[src/rtl/adc_frame_pkg.sv]
// Shared definitions for the ADC frame serializer.
//   HDR_DATA / HDR_EMPTY : frame header bytes
//   CRC_POLY             : CRC-8 polynomial (used only with FRAME_CRC_EN)
//   ST_* / state_t       : frame FSM encodings and state type
// Optional feature macro: FRAME_CRC_EN (adds the CRC state and helper).
package adc_frame_pkg;

  localparam logic [7:0] HDR_DATA  = 8'hA5;
  localparam logic [7:0] HDR_EMPTY = 8'h3C;
  localparam logic [7:0] CRC_POLY  = 8'h07;

  localparam logic [1:0] ST_IDLE    = 2'd0;
  localparam logic [1:0] ST_HEADER  = 2'd1;
  localparam logic [1:0] ST_PAYLOAD = 2'd2;

`ifdef FRAME_CRC_EN
  localparam logic [1:0] ST_CRC     = 2'd3;

  typedef enum logic [1:0] {
    IDLE    = ST_IDLE,
    HEADER  = ST_HEADER,
    PAYLOAD = ST_PAYLOAD,
    CRC     = ST_CRC
  } state_t;

  // One MSB-first CRC-8 step, init 0, no reflection, no final XOR.
  function automatic logic [7:0] crc8_step(input logic [7:0] crc, input logic bit_in);
    crc8_step = {crc[6:0], 1'b0} ^ ((crc[7] ^ bit_in) ? CRC_POLY : 8'h00);
  endfunction
`else
  typedef enum logic [1:0] {
    IDLE    = ST_IDLE,
    HEADER  = ST_HEADER,
    PAYLOAD = ST_PAYLOAD
  } state_t;
`endif

endpackage

[src/rtl/adc_frame_serializer_if.sv]
// Sample bus carrying one decimated channel pair per strobe.
//   sample_a, sample_b : channel samples, unsigned, WIDTH bits
//   sample_valid       : one-cycle strobe qualifying the pair
// Modports: master drives the bus (ADC side), slave receives it (serializer).
interface adc_frame_serializer_if #(
  parameter int WIDTH = 16
);
  logic [WIDTH-1:0] sample_a;
  logic [WIDTH-1:0] sample_b;
  logic             sample_valid;

  modport master (output sample_a, sample_b, sample_valid);
  modport slave  (input  sample_a, sample_b, sample_valid);
endinterface

[src/rtl/sample_pair_fifo.sv]
// Small synchronous FIFO holding {A, B} sample pairs.
//   clk, rst_n : clock, asynchronous active-low reset (empties the FIFO)
//   push, push_data : write request and data; accepted when not full or
//                     when a pop happens in the same cycle
//   pop, pop_data   : read request (ignored when empty), head-of-queue data
//   full, empty, count : occupancy, count ranges 0..DEPTH
// DEPTH must be a power of two so the pointers wrap naturally.
module sample_pair_fifo #(
  parameter int WIDTH = 32,
  parameter int DEPTH = 4
) (
  input  logic                       clk,
  input  logic                       rst_n,
  input  logic                       push,
  input  logic [WIDTH-1:0]           push_data,
  input  logic                       pop,
  output logic [WIDTH-1:0]           pop_data,
  output logic                       full,
  output logic                       empty,
  output logic [$clog2(DEPTH):0]     count
);
  localparam int AW = $clog2(DEPTH);

  logic [WIDTH-1:0] mem [DEPTH];
  logic [AW-1:0]    wr_ptr;
  logic [AW-1:0]    rd_ptr;
  logic             do_push;
  logic             do_pop;

  assign full     = (count == (AW+1)'(DEPTH));
  assign empty    = (count == '0);
  assign do_pop   = pop && !empty;
  assign do_push  = push && (!full || do_pop);
  assign pop_data = mem[rd_ptr];

  always_ff @(posedge clk) begin
    if (do_push) mem[wr_ptr] <= push_data;
  end

  always_ff @(posedge clk or negedge rst_n) begin
    if (!rst_n) begin
      wr_ptr <= '0;
      rd_ptr <= '0;
      count  <= '0;
    end else begin
      if (do_push) wr_ptr <= wr_ptr + AW'(1);
      if (do_pop)  rd_ptr <= rd_ptr + AW'(1);
      case ({do_push, do_pop})
        2'b10:   count <= count + 1'b1;
        2'b01:   count <= count - 1'b1;
        default: count <= count;
      endcase
    end
  end
endmodule

[src/rtl/adc_frame_serializer.sv]
// Serializes buffered ADC sample pairs into framed bit streams on request.
//   clk, rst_n  : clock, asynchronous active-low reset (aborts any frame)
//   smp         : sample bus (slave), pushes {A, B} pairs into the FIFO
//   trigger     : asynchronous frame request pin, rising edge requests
//   serial_out  : frame bits MSB first, 0 when idle
//   frame_sync  : high during the first header bit only
//   busy        : high for every frame bit
//   overflow    : sticky, a pushed pair was dropped (cleared by reset only)
// Frame: header (A5 data / 3C empty), A, B, A-B [, CRC-8 if FRAME_CRC_EN].
module adc_frame_serializer
  import adc_frame_pkg::*;
#(
  parameter int WIDTH = 16,
  parameter int DEPTH = 4
) (
  input  logic                    clk,
  input  logic                    rst_n,
  adc_frame_serializer_if.slave   smp,
  input  logic                    trigger,
  output logic                    serial_out,
  output logic                    frame_sync,
  output logic                    busy,
  output logic                    overflow
);
  localparam int DATA_LEN = 8 + 3 * WIDTH;
`ifdef FRAME_CRC_EN
  localparam int FRAME_LEN = DATA_LEN + 8;
`else
  localparam int FRAME_LEN = DATA_LEN;
`endif
  localparam int CW = $clog2(FRAME_LEN + 1);
  localparam logic [CW-1:0] HDR_LEN_C   = CW'(8);
  localparam logic [CW-1:0] DATA_LEN_C  = CW'(DATA_LEN);
  localparam logic [CW-1:0] FRAME_LEN_C = CW'(FRAME_LEN);

  logic trig_s1, trig_s2, trig_s3, req_q;
  state_t state;
  logic [CW-1:0] bitcnt;
  logic [DATA_LEN-1:0] shreg;
  logic [DATA_LEN-1:0] frame_load;
  logic start, pop;
  logic [2*WIDTH-1:0] pop_data;
  logic [WIDTH-1:0] pa, pb, pd;
  logic fifo_full, fifo_empty;
  logic [$clog2(DEPTH):0] fifo_count;
`ifdef FRAME_CRC_EN
  logic [7:0] crc;
`endif

  // trig_s3 only serves edge detection; req_q adds one stage so the first
  // header bit lands three edges after trigger is first sampled high.
  always_ff @(posedge clk or negedge rst_n) begin
    if (!rst_n) begin
      {trig_s3, trig_s2, trig_s1} <= '0;
      req_q <= 1'b0;
    end else begin
      {trig_s3, trig_s2, trig_s1} <= {trig_s2, trig_s1, trigger};
      req_q <= trig_s2 & ~trig_s3;
    end
  end

  assign start = (state == IDLE) && req_q;
  assign pop   = start && !fifo_empty;

  sample_pair_fifo #(
    .WIDTH (2 * WIDTH),
    .DEPTH (DEPTH)
  ) u_fifo (
    .clk       (clk),
    .rst_n     (rst_n),
    .push      (smp.sample_valid),
    .push_data ({smp.sample_a, smp.sample_b}),
    .pop       (pop),
    .pop_data  (pop_data),
    .full      (fifo_full),
    .empty     (fifo_empty),
    .count     (fifo_count)
  );

  assign {pa, pb} = pop_data;
  assign pd = pa - pb;

  always_comb begin
    frame_load = {HDR_DATA, pa, pb, pd};
    if (fifo_count == '0) frame_load = {HDR_EMPTY, {3 * WIDTH{1'b0}}};
  end

  always_ff @(posedge clk or negedge rst_n) begin
    if (!rst_n) overflow <= 1'b0;
    else if (smp.sample_valid && fifo_full && !pop) overflow <= 1'b1;
  end

  // Bit 0 is emitted on the start edge straight from frame_load; bitcnt then
  // holds the index of the bit emitted on the following edge.
  always_ff @(posedge clk or negedge rst_n) begin
    if (!rst_n) begin
      state      <= IDLE;
      bitcnt     <= '0;
      shreg      <= '0;
      serial_out <= 1'b0;
      frame_sync <= 1'b0;
      busy       <= 1'b0;
`ifdef FRAME_CRC_EN
      crc        <= '0;
`endif
    end else if (start) begin
      state      <= HEADER;
      bitcnt     <= CW'(1);
      shreg      <= {frame_load[DATA_LEN-2:0], 1'b0};
      serial_out <= frame_load[DATA_LEN-1];
      frame_sync <= 1'b1;
      busy       <= 1'b1;
`ifdef FRAME_CRC_EN
      crc        <= crc8_step(8'h00, frame_load[DATA_LEN-1]);
`endif
    end else if (state != IDLE) begin
      frame_sync <= 1'b0;
      if (bitcnt == FRAME_LEN_C) begin
        state      <= IDLE;
        busy       <= 1'b0;
        serial_out <= 1'b0;
      end else begin
        bitcnt <= bitcnt + 1'b1;
`ifdef FRAME_CRC_EN
        if (bitcnt >= DATA_LEN_C) begin
          state      <= CRC;
          serial_out <= crc[7];
          crc        <= {crc[6:0], 1'b0};
        end else
`endif
        begin
          if (bitcnt < HDR_LEN_C) state <= HEADER;
          else                    state <= PAYLOAD;
          serial_out <= shreg[DATA_LEN-1];
          shreg      <= {shreg[DATA_LEN-2:0], 1'b0};
`ifdef FRAME_CRC_EN
          crc        <= crc8_step(crc, shreg[DATA_LEN-1]);
`endif
        end
      end
    end
  end
endmodule
[src/flat_wrapper.sv]
// flat-port wrapper written by rule: the top's interface ports become plain ports
module adc_frame_serializer_flat import adc_frame_pkg::*;
#(
  parameter int WIDTH = 16,
  parameter int DEPTH = 4
)
  (clk, rst_n, trigger, serial_out, frame_sync, busy, overflow, smp_sample_a, smp_sample_b, smp_sample_valid);
  adc_frame_serializer_if #(.WIDTH(WIDTH)) smp_i ();
  input  logic clk;
  input  logic rst_n;
  input  logic trigger;
  output logic serial_out;
  output logic frame_sync;
  output logic busy;
  output logic overflow;
  input wire logic [$bits(smp_i.sample_a)-1:0] smp_sample_a;
  input wire logic [$bits(smp_i.sample_b)-1:0] smp_sample_b;
  input wire logic [$bits(smp_i.sample_valid)-1:0] smp_sample_valid;
  assign smp_i.sample_a = smp_sample_a;
  assign smp_i.sample_b = smp_sample_b;
  assign smp_i.sample_valid = smp_sample_valid;
  adc_frame_serializer #(.WIDTH(WIDTH), .DEPTH(DEPTH)) u_core (.clk(clk), .rst_n(rst_n), .smp(smp_i), .trigger(trigger), .serial_out(serial_out), .frame_sync(frame_sync), .busy(busy), .overflow(overflow));
endmodule
[config.mk]
export PLATFORM = sky130hd
export DESIGN_NAME = adc_frame_serializer_flat
export DESIGN_NICKNAME = d
export VERILOG_FILES = /design/src/rtl/adc_frame_pkg.sv /design/src/rtl/adc_frame_serializer_if.sv /design/src/rtl/sample_pair_fifo.sv /design/src/rtl/adc_frame_serializer.sv /design/src/flat_wrapper.sv
export SDC_FILE = /design/constraint.sdc
export NUM_CORES = 1
export LEC_CHECK = 0
export CAP_MARGIN = 40
export CORE_MARGIN = 3
export CORE_UTILIZATION = 30
export DETAILED_ROUTE_END_ITERATION = 10
export GPL_TIMING_DRIVEN = 0
export PLACE_DENSITY = 0.48
export SLEW_MARGIN = 20
export SYNTH_ARGS = -nofsm -noshare
export SYNTH_HDL_FRONTEND = slang
export SYNTH_SLANG_ARGS = --single-unit
[constraint.sdc]
create_clock -name clk -period 4.65 [get_ports clk]
set_input_delay 0.93 -clock clk [delete_from_list [all_inputs] [get_ports clk]]
set_output_delay 0.93 -clock clk [all_outputs]
set_load 0.1 [all_outputs]
==> results.txt, run 1 <==
worst-case hold slack - 353 ps
library cell occupying the most area in the post-synthesis netlist - sky130_fd_sc_hd__edfxtp_1
launching element of the worst setup path - u_core.u_fifo.rd_ptr[1]
Gates resized, CTS repair - 0
register-to-register setup slack - 870 ps
starting density of the core - 30.9%
maximum clock path buffer count - 3
number of maximum-capacitance violations - 0
hold path startpoint - u_core.trig_s1
I/O Pins - 40
pin count of the biggest net entering global routing - 42
remaining number of nets flagged by the antenna check after routing - 0
Slew Viols, Final - 0
latest clock arrival within the worst-skew pair - 520 ps
list of cells traversed by the critical path - clkbuf_1 -> clkbuf_1 -> mux4_2 -> inv_1 -> ha_1 -> inv_1 -> fa_1 -> a21o_1 -> a221oi_2 -> or3_1 -> nand3_2 -> a41o_1 -> a211oi_2
highest cell delay on the worst timing path - 540 ps
area of the die - 0.0312 mm2
number of buffers created by CTS - 23
proportion of netlist area held by the largest area contributor - 44.1%
Hold Crit Endpoint - u_core.trig_s2
post-route design area - 0.0105 mm2
number of unique standard cell types used by synthesis - 47
Setup WS pre-CTS - 839 ps
share of cells above drive strength 1 - 13.6%
unrepaired setup endpoints after global routing - no
number of cells on the worst reg-to-reg path - 13
accumulated negative setup slack - 0 ps
R2R Path End - u_core.shreg[15]
clk sinks - 206
worst-case headroom to the max-slew limit - 53.8%
run status - complete, no violations
maximum fanout along the worst path - 10
clock skew after layout - 13.4 ps
final worst slack - 873 ps
post-detailed-route DRC marker count - 0
Most used DFF post-synth - sky130_fd_sc_hd__edfxtp_1
leakage power - 0.00399 uW
Area Growth Syn to Fin - 20.0%
total gr overflow - 0
routed vias/inst - 4.87
routability cong. - 0.799
buffers plus inverters on the worst setup path - 4
detailed-placement wirelength estimate - 13800 um
Hold Path Stages - 0
deepest level of the CTS H-tree - 1
Worst Setup Start Kind - register
core region area - 0.0282 mm2
antenna violations before repair - 0
Placed Area - 0.00975 mm2
cell area power density - 744 mW/mm2
worst voltage drop across the vdd grid - 0.000273 V
most common cell in the synthesized netlist - sky130_fd_sc_hd__edfxtp_1
horizontal die dimension - 176 um
all-layer global routing usage - 12.7%
wire length of the first global-routing pass - 31000 um
CP Data Arrival Time - 4210 ps
final-report hold violation count - 0
family with the most delay on the worst path - compound AO/OA/AOI/OAI gates
list of most frequent post-synthesis cells - 128 x sky130_fd_sc_hd__edfxtp_1, 78 x sky130_fd_sc_hd__dfrtp_1, 55 x sky130_fd_sc_hd__nor2_1
Post-Synthesis Cells - 599
wirelength, routed - 19400 um
maximum clock rate - 265 MHz
clock tree from TritonCTS - yes
final count of negative-setup-slack endpoints - 0
Net Count, Synth - 660
Antenna Cells - 0
Worst setup EP type - register
vias in the first global route - 5425
number of synthesized flops with an enable pin - 128
First DRT Iteration DRCs - 438
Placement Rows - 61
clock period minus worst slack - 3780 ps
ys async rst share - 37.9%
data required time of the critical path - 5080 ps
vertical die dimension - 176 um
total of warnings raised by yosys - 0
syn avg cell area - 14.6 um2
hold buffers post-CTS - 0
sequential share of the synthesized area - 66.5%
setup fix buffers added after clock tree synthesis - 0
CTS root buffer - sky130_fd_sc_hd__clkbuf_16
Syn Std Cell Area - 0.00872 mm2
clk slew on worst S/H paths - 60 ps
count of buffers inserted at the top-level ports - 39
routed length per placed instance - 18.2 um
crit path max-delay cell type - sky130_fd_sc_hd__clkbuf_1
number of detailed-routing iterations run before antenna repair - 8
r2r startpoint - u_core.u_fifo.rd_ptr[1]
Least-Margin Pin Slew - 693 ps
main area contributors after synthesis - sky130_fd_sc_hd__edfxtp_1 44%, sky130_fd_sc_hd__dfrtp_1 22%, sky130_fd_sc_hd__mux4_2 8.3%, sky130_fd_sc_hd__ha_1 3.3%, sky130_fd_sc_hd__nor2_1 2.4%
number of synthesized register bits - 206
Final period util - 81.2%
fin nets - 733
total via count after detailed routing - 5191
Worst Path Class, Setup - register to register
type of the tightest min-delay check - register to register
-- cells by family (layout without fill, tap and decap cells) --
| logic type | Yosys count | count (layout) | share of synthesized area (%) |
|---|---|---|---|
| flops | 206 | 206 | 66.5 |
| simple gates | 121 | 121 | 6.05 |
| compound gates | 119 | 119 | 9.81 |
| buf+inv | 73 | 163 | 3.30 |
| mux | 35 | 35 | 8.61 |
| fa+ha+maj | 25 | 25 | 3.76 |
| xor+xnor | 20 | 20 | 2.01 |
-- where the power goes --
group	internal [uW]	switching [uW]
registers	2500	224
logic	1340	2000
clock network	1010	710
total	4850	2930
-- per-layer routing --
| layer | part of all wire, % | global-route usage (%) | routed length [um] |
|---|---|---|---|
| met1 | 45 | 16.9 | 8680 |
| met3 | 3.8 | 2.19 | 742 |
| met4 | 3.3 | 4.09 | 651 |
| met2 | 48 | 21.3 | 9370 |
| met5 | 0 | 0 | 0 |
-- layout by cell type, fill, tap and decap left out, types with 5 or more instances in the layout --
cell                              Yosys  layout
sky130_fd_sc_hd__nand2_1             35      35
sky130_fd_sc_hd__dfrtp_1             78      78
sky130_fd_sc_hd__edfxtp_1           128     128
sky130_fd_sc_hd__a22oi_1              6       6
sky130_fd_sc_hd__mux4_2              32      32
sky130_fd_sc_hd__a221oi_1            16      16
sky130_fd_sc_hd__xor2_1              11      11
sky130_fd_sc_hd__clkbuf_1            18      26
sky130_fd_sc_hd__a222oi_1            19      19
sky130_fd_sc_hd__o21ai_0             14      14
sky130_fd_sc_hd__buf_2               11      11
sky130_fd_sc_hd__nand2b_1             5       5
sky130_fd_sc_hd__a21oi_1             21      21
sky130_fd_sc_hd__clkbuf_16            0      23
sky130_fd_sc_hd__buf_12               0       5
sky130_fd_sc_hd__xnor2_1              9       9
sky130_fd_sc_hd__nand3_1              5       5
sky130_fd_sc_hd__clkdlybuf4s50_1      0      38
sky130_fd_sc_hd__ha_1                23      23
sky130_fd_sc_hd__inv_1               43      43
sky130_fd_sc_hd__nor2_1              55      55
sky130_fd_sc_hd__o21ai_1             16      16
-- stage by stage --
stage	util (%)	instances	power, uW
3_5_place_dp	34.5	1025	6130
2_1_floorplan	-	599	5100
3_3_place_gp	33.9	1016	5980
6_report	37.1	1067	7780
5_1_grt	37.1	1067	8350
4_1_cts	37.1	1067	7880
-- worst register-to-register path, stage by stage, from the launching register on --
cell and delay (ps):
sky130_fd_sc_hd__dfrtp_1 330, sky130_fd_sc_hd__clkbuf_1 280, sky130_fd_sc_hd__clkbuf_1 540, sky130_fd_sc_hd__mux4_2 470, sky130_fd_sc_hd__inv_1 110, sky130_fd_sc_hd__ha_1 140
sky130_fd_sc_hd__inv_1 50, sky130_fd_sc_hd__fa_1 410, sky130_fd_sc_hd__a21o_1 200, sky130_fd_sc_hd__a221oi_2 380, sky130_fd_sc_hd__or3_1 190, sky130_fd_sc_hd__nand3_2 120
sky130_fd_sc_hd__a41o_1 280, sky130_fd_sc_hd__a211oi_2 200
-- area by class of cell --
class,count,area [um2]
buffer,29,123
tap,378,473
timing repair buffer,48,548
clock buffer,33,633
multi-input combinational,320,2640
clock inverter,9,85.1
inverter,44,165
fill,2712,17800
sequential,206,5800
-- worst max-delay path by stage --
stage / end / cells after the start
after floorplan: u_core.shreg[15] / 13
after global placement: u_core.shreg[38] / 1
after detailed placement: u_core.shreg[15] / 13
after CTS: u_core.shreg[15] / 13
after global routing: u_core.shreg[15] / 13
final: u_core.shreg[15] / 13
-- sequential cells by signal (all words and copies together) (netlist names) --
| register | flops |
|---|---|
| u_core.u_fifo.rd_ptr | 2 |
| u_core.state | 2 |
| u_core.trig_s1 | 1 |
| u_core.bitcnt | 6 |
| u_core.shreg | 55 |
| u_core.req_q | 1 |
| u_core.trig_s3 | 1 |
| u_core.frame_sync | 1 |
| u_core.u_fifo.wr_ptr | 2 |
| u_core.overflow | 1 |
| u_core.trig_s2 | 1 |
| u_core.u_fifo.mem | 128 |
| u_core.u_fifo.count | 3 |
| u_core.busy | 1 |
| u_core.serial_out | 1 |
Power figures use the tool's default switching activity.
==> run 2, diff against run 1 <==
==> constraint.sdc (replaced) <==
create_clock -name clk -period 3.55 [get_ports clk]
set_input_delay 0.71 -clock clk [delete_from_list [all_inputs] [get_ports clk]]
set_output_delay 0.71 -clock clk [all_outputs]
set_load 0.1 [all_outputs]
==> results.txt, run 2 (same netlist as run 1, synthesis figures left out) <==
run status - complete, no violations
maximum fanout along the worst path - 10
maximum clock rate - 302 MHz
worst voltage drop across the vdd grid - 0.000359 V
Internal Power - 6430 uW
Area Growth Syn to Fin - 20.5%
total gr overflow - 0
pin count of the biggest net entering global routing - 42
clock tree from TritonCTS - yes
clock skew after layout - 12.3 ps
clk sinks - 206
CTS root buffer - sky130_fd_sc_hd__clkbuf_16
unrepaired setup endpoints after global routing - no
Least-Margin Pin Slew - 651 ps
I/O Pins - 40
final core utilization - 37.2%
routed vias/inst - 4.91
number of detailed-routing iterations run before antenna repair - 8
switching power - 3870 uW
latest clock arrival within the worst-skew pair - 520 ps
most frequent cells in the layout - 128 x sky130_fd_sc_hd__edfxtp_1, 78 x sky130_fd_sc_hd__dfrtp_1, 55 x sky130_fd_sc_hd__nor2_1
count of buffers inserted at the top-level ports - 39
type of the tightest min-delay check - input pin to asynchronous set/reset pin
vertical die dimension - 176 um
Worst Path Class, Setup - register to register
Placement Rows - 61
list of cells traversed by the critical path - buf_6 -> buf_12 -> mux4_2 -> inv_1 -> ha_1 -> inv_1 -> fa_1 -> a21o_1 -> a221oi_4 -> or3_1 -> nand3_2 -> a41o_1 -> a211oi_2
buffers plus inverters on the worst setup path - 4
antenna violations before repair - 0
cell area power density - 980 mW/mm2
number of buffers created by CTS - 23
share of cells above drive strength 1 - 14.2%
First DRT Iteration DRCs - 442
share of total power in the clock network - 21.8%
core region area - 0.0282 mm2
Final period util - 93.3%
Sw Share - 37.6%
largest register by flop count - u_core.u_fifo.mem
family with the most delay on the worst path - compound AO/OA/AOI/OAI gates
starting density of the core - 30.9%
launching element of the worst setup path - u_core.u_fifo.rd_ptr[0]
highest cell delay on the worst timing path - 560 ps
detailed-placement wirelength estimate - 13800 um
wire length of the first global-routing pass - 31000 um
crit path max-delay cell type - sky130_fd_sc_hd__mux4_2
fraction of power consumed by sequential logic - 34.8%
routability cong. - 0.799
final count of negative-setup-slack endpoints - 0
registers with the most flip-flops - u_core.u_fifo.mem (128), u_core.shreg (55), u_core.bitcnt (6)
total power - 10300 uW
r2r startpoint - u_core.u_fifo.rd_ptr[0]
relative contribution of combinational cells to total power - 43.4%
fin nets - 733
Slew Viols, Final - 0
Worst setup EP type - register
Setup WS pre-CTS - -261 ps
final-report hold violation count - 0
worst-case hold slack - 177 ps
number of flip-flops under the largest register name - 128
all-layer global routing usage - 12.7%
total via count after detailed routing - 5244
clock period minus worst slack - 3310 ps
Antenna Cells - 0
deepest level of the CTS H-tree - 1
horizontal die dimension - 176 um
worst-case headroom to the max-slew limit - 56.6%
post-detailed-route DRC marker count - 0
area of the die - 0.0312 mm2
data required time of the critical path - 3980 ps
most common cell after layout, fill and taps aside - sky130_fd_sc_hd__edfxtp_1
final worst slack - 239 ps
non-filler instance count after layout - 1067
leakage power - 0.00401 uW
vias in the first global route - 5434
routed length per placed instance - 18.2 um
clk slew on worst S/H paths - 60 ps
Worst Setup Start Kind - register
remaining number of nets flagged by the antenna check after routing - 0
wirelength, routed - 19500 um
number of maximum-capacitance violations - 0
CP Data Arrival Time - 3740 ps
number of placed instances, taps included - 1025
cell type with the highest occurrence count on the critical path - sky130_fd_sc_hd__inv_1
maximum clock path buffer count - 3
==> run 2: cell types whose count changed in the layout (fill, tap and decap cells not counted), sizes merged <==
cell / previous run / this run
clkbuf: 51 / 50
buf: 21 / 22
==> run 2: routing by layer <==
metal | up-vias | routed length [um] | track usage (%)
li1 | 2415 | - | -
met1 | 2651 | 8520 | 16.9
met2 | 146 | 9390 | 21.3
met3 | 32 | 897 | 2.19
met4 | 0 | 650 | 4.09
met5 | - | 0 | 0
==> run 2: cell type report <==
class | instances | area [um2]
Buffer | 28 | 149
Fill cell | 2702 | 17700
Timing Repair Buffer | 49 | 556
Sequential cell | 206 | 5800
Inverter | 44 | 165
Tap cell | 378 | 473
Clock inverter | 9 | 85.1
Clock buffer | 33 | 633
Multi-Input combinational cell | 320 | 2650
==> run 2: stage by stage <==
step | setup TNS (ps) | cell area [um2]
floorplan | 0 | 8720
global placement | -76810 | 9580
detailed placement | -510 | 9750
CTS | 0 | 10500
global route | 0 | 10500
finish | 0 | 10500
==> run 2: worst register-to-register path: stages (launching register included) <==
cell,delay (ps)
sky130_fd_sc_hd__dfrtp_1,340
sky130_fd_sc_hd__buf_6,150
sky130_fd_sc_hd__buf_12,160
sky130_fd_sc_hd__mux4_2,560
sky130_fd_sc_hd__inv_1,110
sky130_fd_sc_hd__ha_1,140
sky130_fd_sc_hd__inv_1,50
sky130_fd_sc_hd__fa_1,400
sky130_fd_sc_hd__a21o_1,220
sky130_fd_sc_hd__a221oi_4,320
sky130_fd_sc_hd__or3_1,180
sky130_fd_sc_hd__nand3_2,120
sky130_fd_sc_hd__a41o_1,280
sky130_fd_sc_hd__a211oi_2,200
==> run 2: power groups by stage <==
stage               registers, uW  clock network [uW]  logic [uW]
floorplan                    3630                   0        3050
global placement             3600                   0        4230
detailed placement           3610                   0        4420
CTS                          3570                2320        4500
global route                 3650                2420        4960
finish                       3580                2250        4470
==> run 2: repair_timing <==
action / in CTS / in global routing
endpoints found under the setup margin: 4 / 2
cloned: 0 / 0
pin swaps: 0 / 1
gates resized for setup: 8 / 5
hold buffers: 0 / 0
setup buffers: 0 / 1
==> run 2: worst paths after layout <==
path,to,slack [ps],cells after the start
min in group clk,u_core.trig_s2,350,0
worst max register to register,u_core.shreg[15],240,13
worst max-delay path,u_core.shreg[15],240,13
max in group asynchronous,u_core.shreg[26],2780,2
worst min-delay path,u_core.state[1],180,1
worst min register to register,u_core.trig_s2,350,0
==> run 3, diff against run 2 <==
--- a/config.mk
+++ b/config.mk
@@ -5,13 +5,12 @@
 export SDC_FILE = /design/constraint.sdc
 export NUM_CORES = 1
 export LEC_CHECK = 0
-export CAP_MARGIN = 40
 export CORE_MARGIN = 3
 export CORE_UTILIZATION = 30
 export DETAILED_ROUTE_END_ITERATION = 10
 export GPL_TIMING_DRIVEN = 0
 export PLACE_DENSITY = 0.48
-export SLEW_MARGIN = 20
+export SLEW_MARGIN = 10
 export SYNTH_ARGS = -nofsm -noshare
 export SYNTH_HDL_FRONTEND = slang
 export SYNTH_SLANG_ARGS = --single-unit
==> results.txt, run 3 (same netlist as run 1, synthesis figures left out) <==
run status - complete, no violations
clock skew after layout - 9.41 ps
routability cong. - 0.799
maximum fanout along the worst path - 10
r2r startpoint - u_core.u_fifo.rd_ptr[0]
number of flip-flops under the largest register name - 128
Placement Rows - 61
Placed Area - 0.00969 mm2
deepest level of the CTS H-tree - 1
register-to-register setup slack - 180 ps
Final period util - 95.0%
critical path capture point - u_core.shreg[15]
most common cell after layout, fill and taps aside - sky130_fd_sc_hd__edfxtp_1
maximum clock path buffer count - 3
fill cell instance count of the final layout - 2707
wirelength, routed - 19800 um
antenna violations before repair - 0
vias in the first global route - 5403
total via count after detailed routing - 5262
area of the die - 0.0312 mm2
remaining number of nets flagged by the antenna check after routing - 0
maximum clock rate - 296 MHz
clock period minus worst slack - 3370 ps
FF+latch area - 0.00580 mm2
latest clock arrival within the worst-skew pair - 510 ps
Antenna Cells - 0
share of cells above drive strength 1 - 14.4%
cell area power density - 990 mW/mm2
worst-case headroom to the max-slew limit - 33.7%
launching element of the worst setup path - u_core.u_fifo.rd_ptr[0]
Least-Margin Pin Slew - 991 ps
total gr overflow - 0
unrepaired setup endpoints after global routing - no
multi-input combinational cell area - 0.00265 mm2
detailed-placement wirelength estimate - 13600 um
I/O Pins - 40
final count of negative-setup-slack endpoints - 0
Worst setup EP type - register
largest register by flop count - u_core.u_fifo.mem
registers with the most flip-flops - u_core.u_fifo.mem (128), u_core.shreg (55), u_core.bitcnt (6)
count of buffers inserted at the top-level ports - 39
CP Data Arrival Time - 3800 ps
core region area - 0.0282 mm2
most frequent cells in the layout - 128 x sky130_fd_sc_hd__edfxtp_1, 78 x sky130_fd_sc_hd__dfrtp_1, 55 x sky130_fd_sc_hd__nor2_1
Worst Setup Start Kind - register
final-report hold violation count - 0
all-layer global routing usage - 13.0%
number of maximum-capacitance violations - 0
vertical die dimension - 176 um
Worst Path Class, Setup - register to register
post-route design area - 0.0105 mm2
routed vias/inst - 4.94
clock tree from TritonCTS - yes
number of detailed-routing iterations run before antenna repair - 7
total power - 10400 uW
routed length per placed instance - 18.6 um
Area Growth Syn to Fin - 20.6%
data required time of the critical path - 3980 ps
pin count of the biggest net entering global routing - 42
clk slew on worst S/H paths - 60 ps
post-detailed-route DRC marker count - 0
Slew Viols, Final - 0
CTS root buffer - sky130_fd_sc_hd__clkbuf_16
Setup WS pre-CTS - -282 ps
type of the tightest min-delay check - input pin to asynchronous set/reset pin
number of buffers created by CTS - 24
horizontal die dimension - 176 um
First DRT Iteration DRCs - 440
worst voltage drop across the vdd grid - 0.000358 V
fin nets - 730
final worst slack - 177 ps
number of cells on the worst reg-to-reg path - 13
wire length of the first global-routing pass - 31200 um
starting density of the core - 30.9%
worst-case hold slack - 180 ps
leakage power - 0.00401 uW
R2R Path End - u_core.shreg[15]
clk sinks - 206
-- run 3: changes by cell type in the layout (fill, tap and decap cells not counted), moves of 2 or more --
cell                        change
sky130_fd_sc_hd__clkbuf_16      +2
sky130_fd_sc_hd__clkinv_1       -2
sky130_fd_sc_hd__clkinv_2       +2
sky130_fd_sc_hd__buf_8          -4
-- run 3: report_power, final --
part	internal, uW	switching [uW]	total (uW)
combinational	1790	2630	4420
sequential	3280	308	3590
clock	1480	928	2410
total	6550	3860	10400
-- run 3: how the worst min path moves through the flow --
stage	depth (start not counted)	slack [ps]	start	to
after floorplan	0	330	u_core.trig_s1	u_core.trig_s2
after global placement	0	350	u_core.trig_s1	u_core.trig_s2
after detailed placement	0	360	u_core.trig_s1	u_core.trig_s2
after CTS	1	190	rst_n	u_core.shreg[49]
after global routing	1	220	rst_n	u_core.state[1]
final	1	180	rst_n	u_core.state[1]
-- run 3: metal layers --
metal  vias up  global-route usage, %  wire (um)
met3        39                   2.24        837
met4         0                   4.98        736
li1       2408                      -          -
met1      2694                   16.7       8500
met2       121                   21.9       9750
met5         -                      0          0
-- run 3: final cells by class --
cell class	count	share of cell area, %
clock inverter	10	1.01
timing repair buffer	45	4.71
tap	378	4.50
inverter	44	1.57
sequential	206	55.1
clock buffer	34	6.46
multi-input combinational	320	25.2
buffer	28	1.38
-- run 3: worst max-delay path, cell delays in order (launching register included) --
cell and delay (ps):
sky130_fd_sc_hd__dfrtp_1 330, sky130_fd_sc_hd__buf_4 180, sky130_fd_sc_hd__buf_12 170, sky130_fd_sc_hd__mux4_2 560
sky130_fd_sc_hd__inv_1 120, sky130_fd_sc_hd__ha_1 150, sky130_fd_sc_hd__inv_1 50, sky130_fd_sc_hd__fa_1 400
sky130_fd_sc_hd__a21o_1 220, sky130_fd_sc_hd__a221oi_4 330, sky130_fd_sc_hd__or3_1 180, sky130_fd_sc_hd__nand3_2 130
sky130_fd_sc_hd__a41o_1 280, sky130_fd_sc_hd__a211oi_2 200
-- run 3: metrics by stage --
stage          setup TNS, ps  util, %  cells
3_3_place_gp          -76810     33.9   1016
4_1_cts                    0     37.2   1065
2_1_floorplan              0        -    599
6_report                   0     37.2   1065
5_1_grt                    0     37.2   1065
3_5_place_dp            -536     34.3   1021
-- run 3: what timing repair did --
item / CTS / global route
pin swaps: 0 / 1
buffers inserted: 0 / 1
gates resized for setup: 8 / 4
cloned: 0 / 0
hold buffers: 0 / 0
endpoints found under the setup margin: 4 / 2
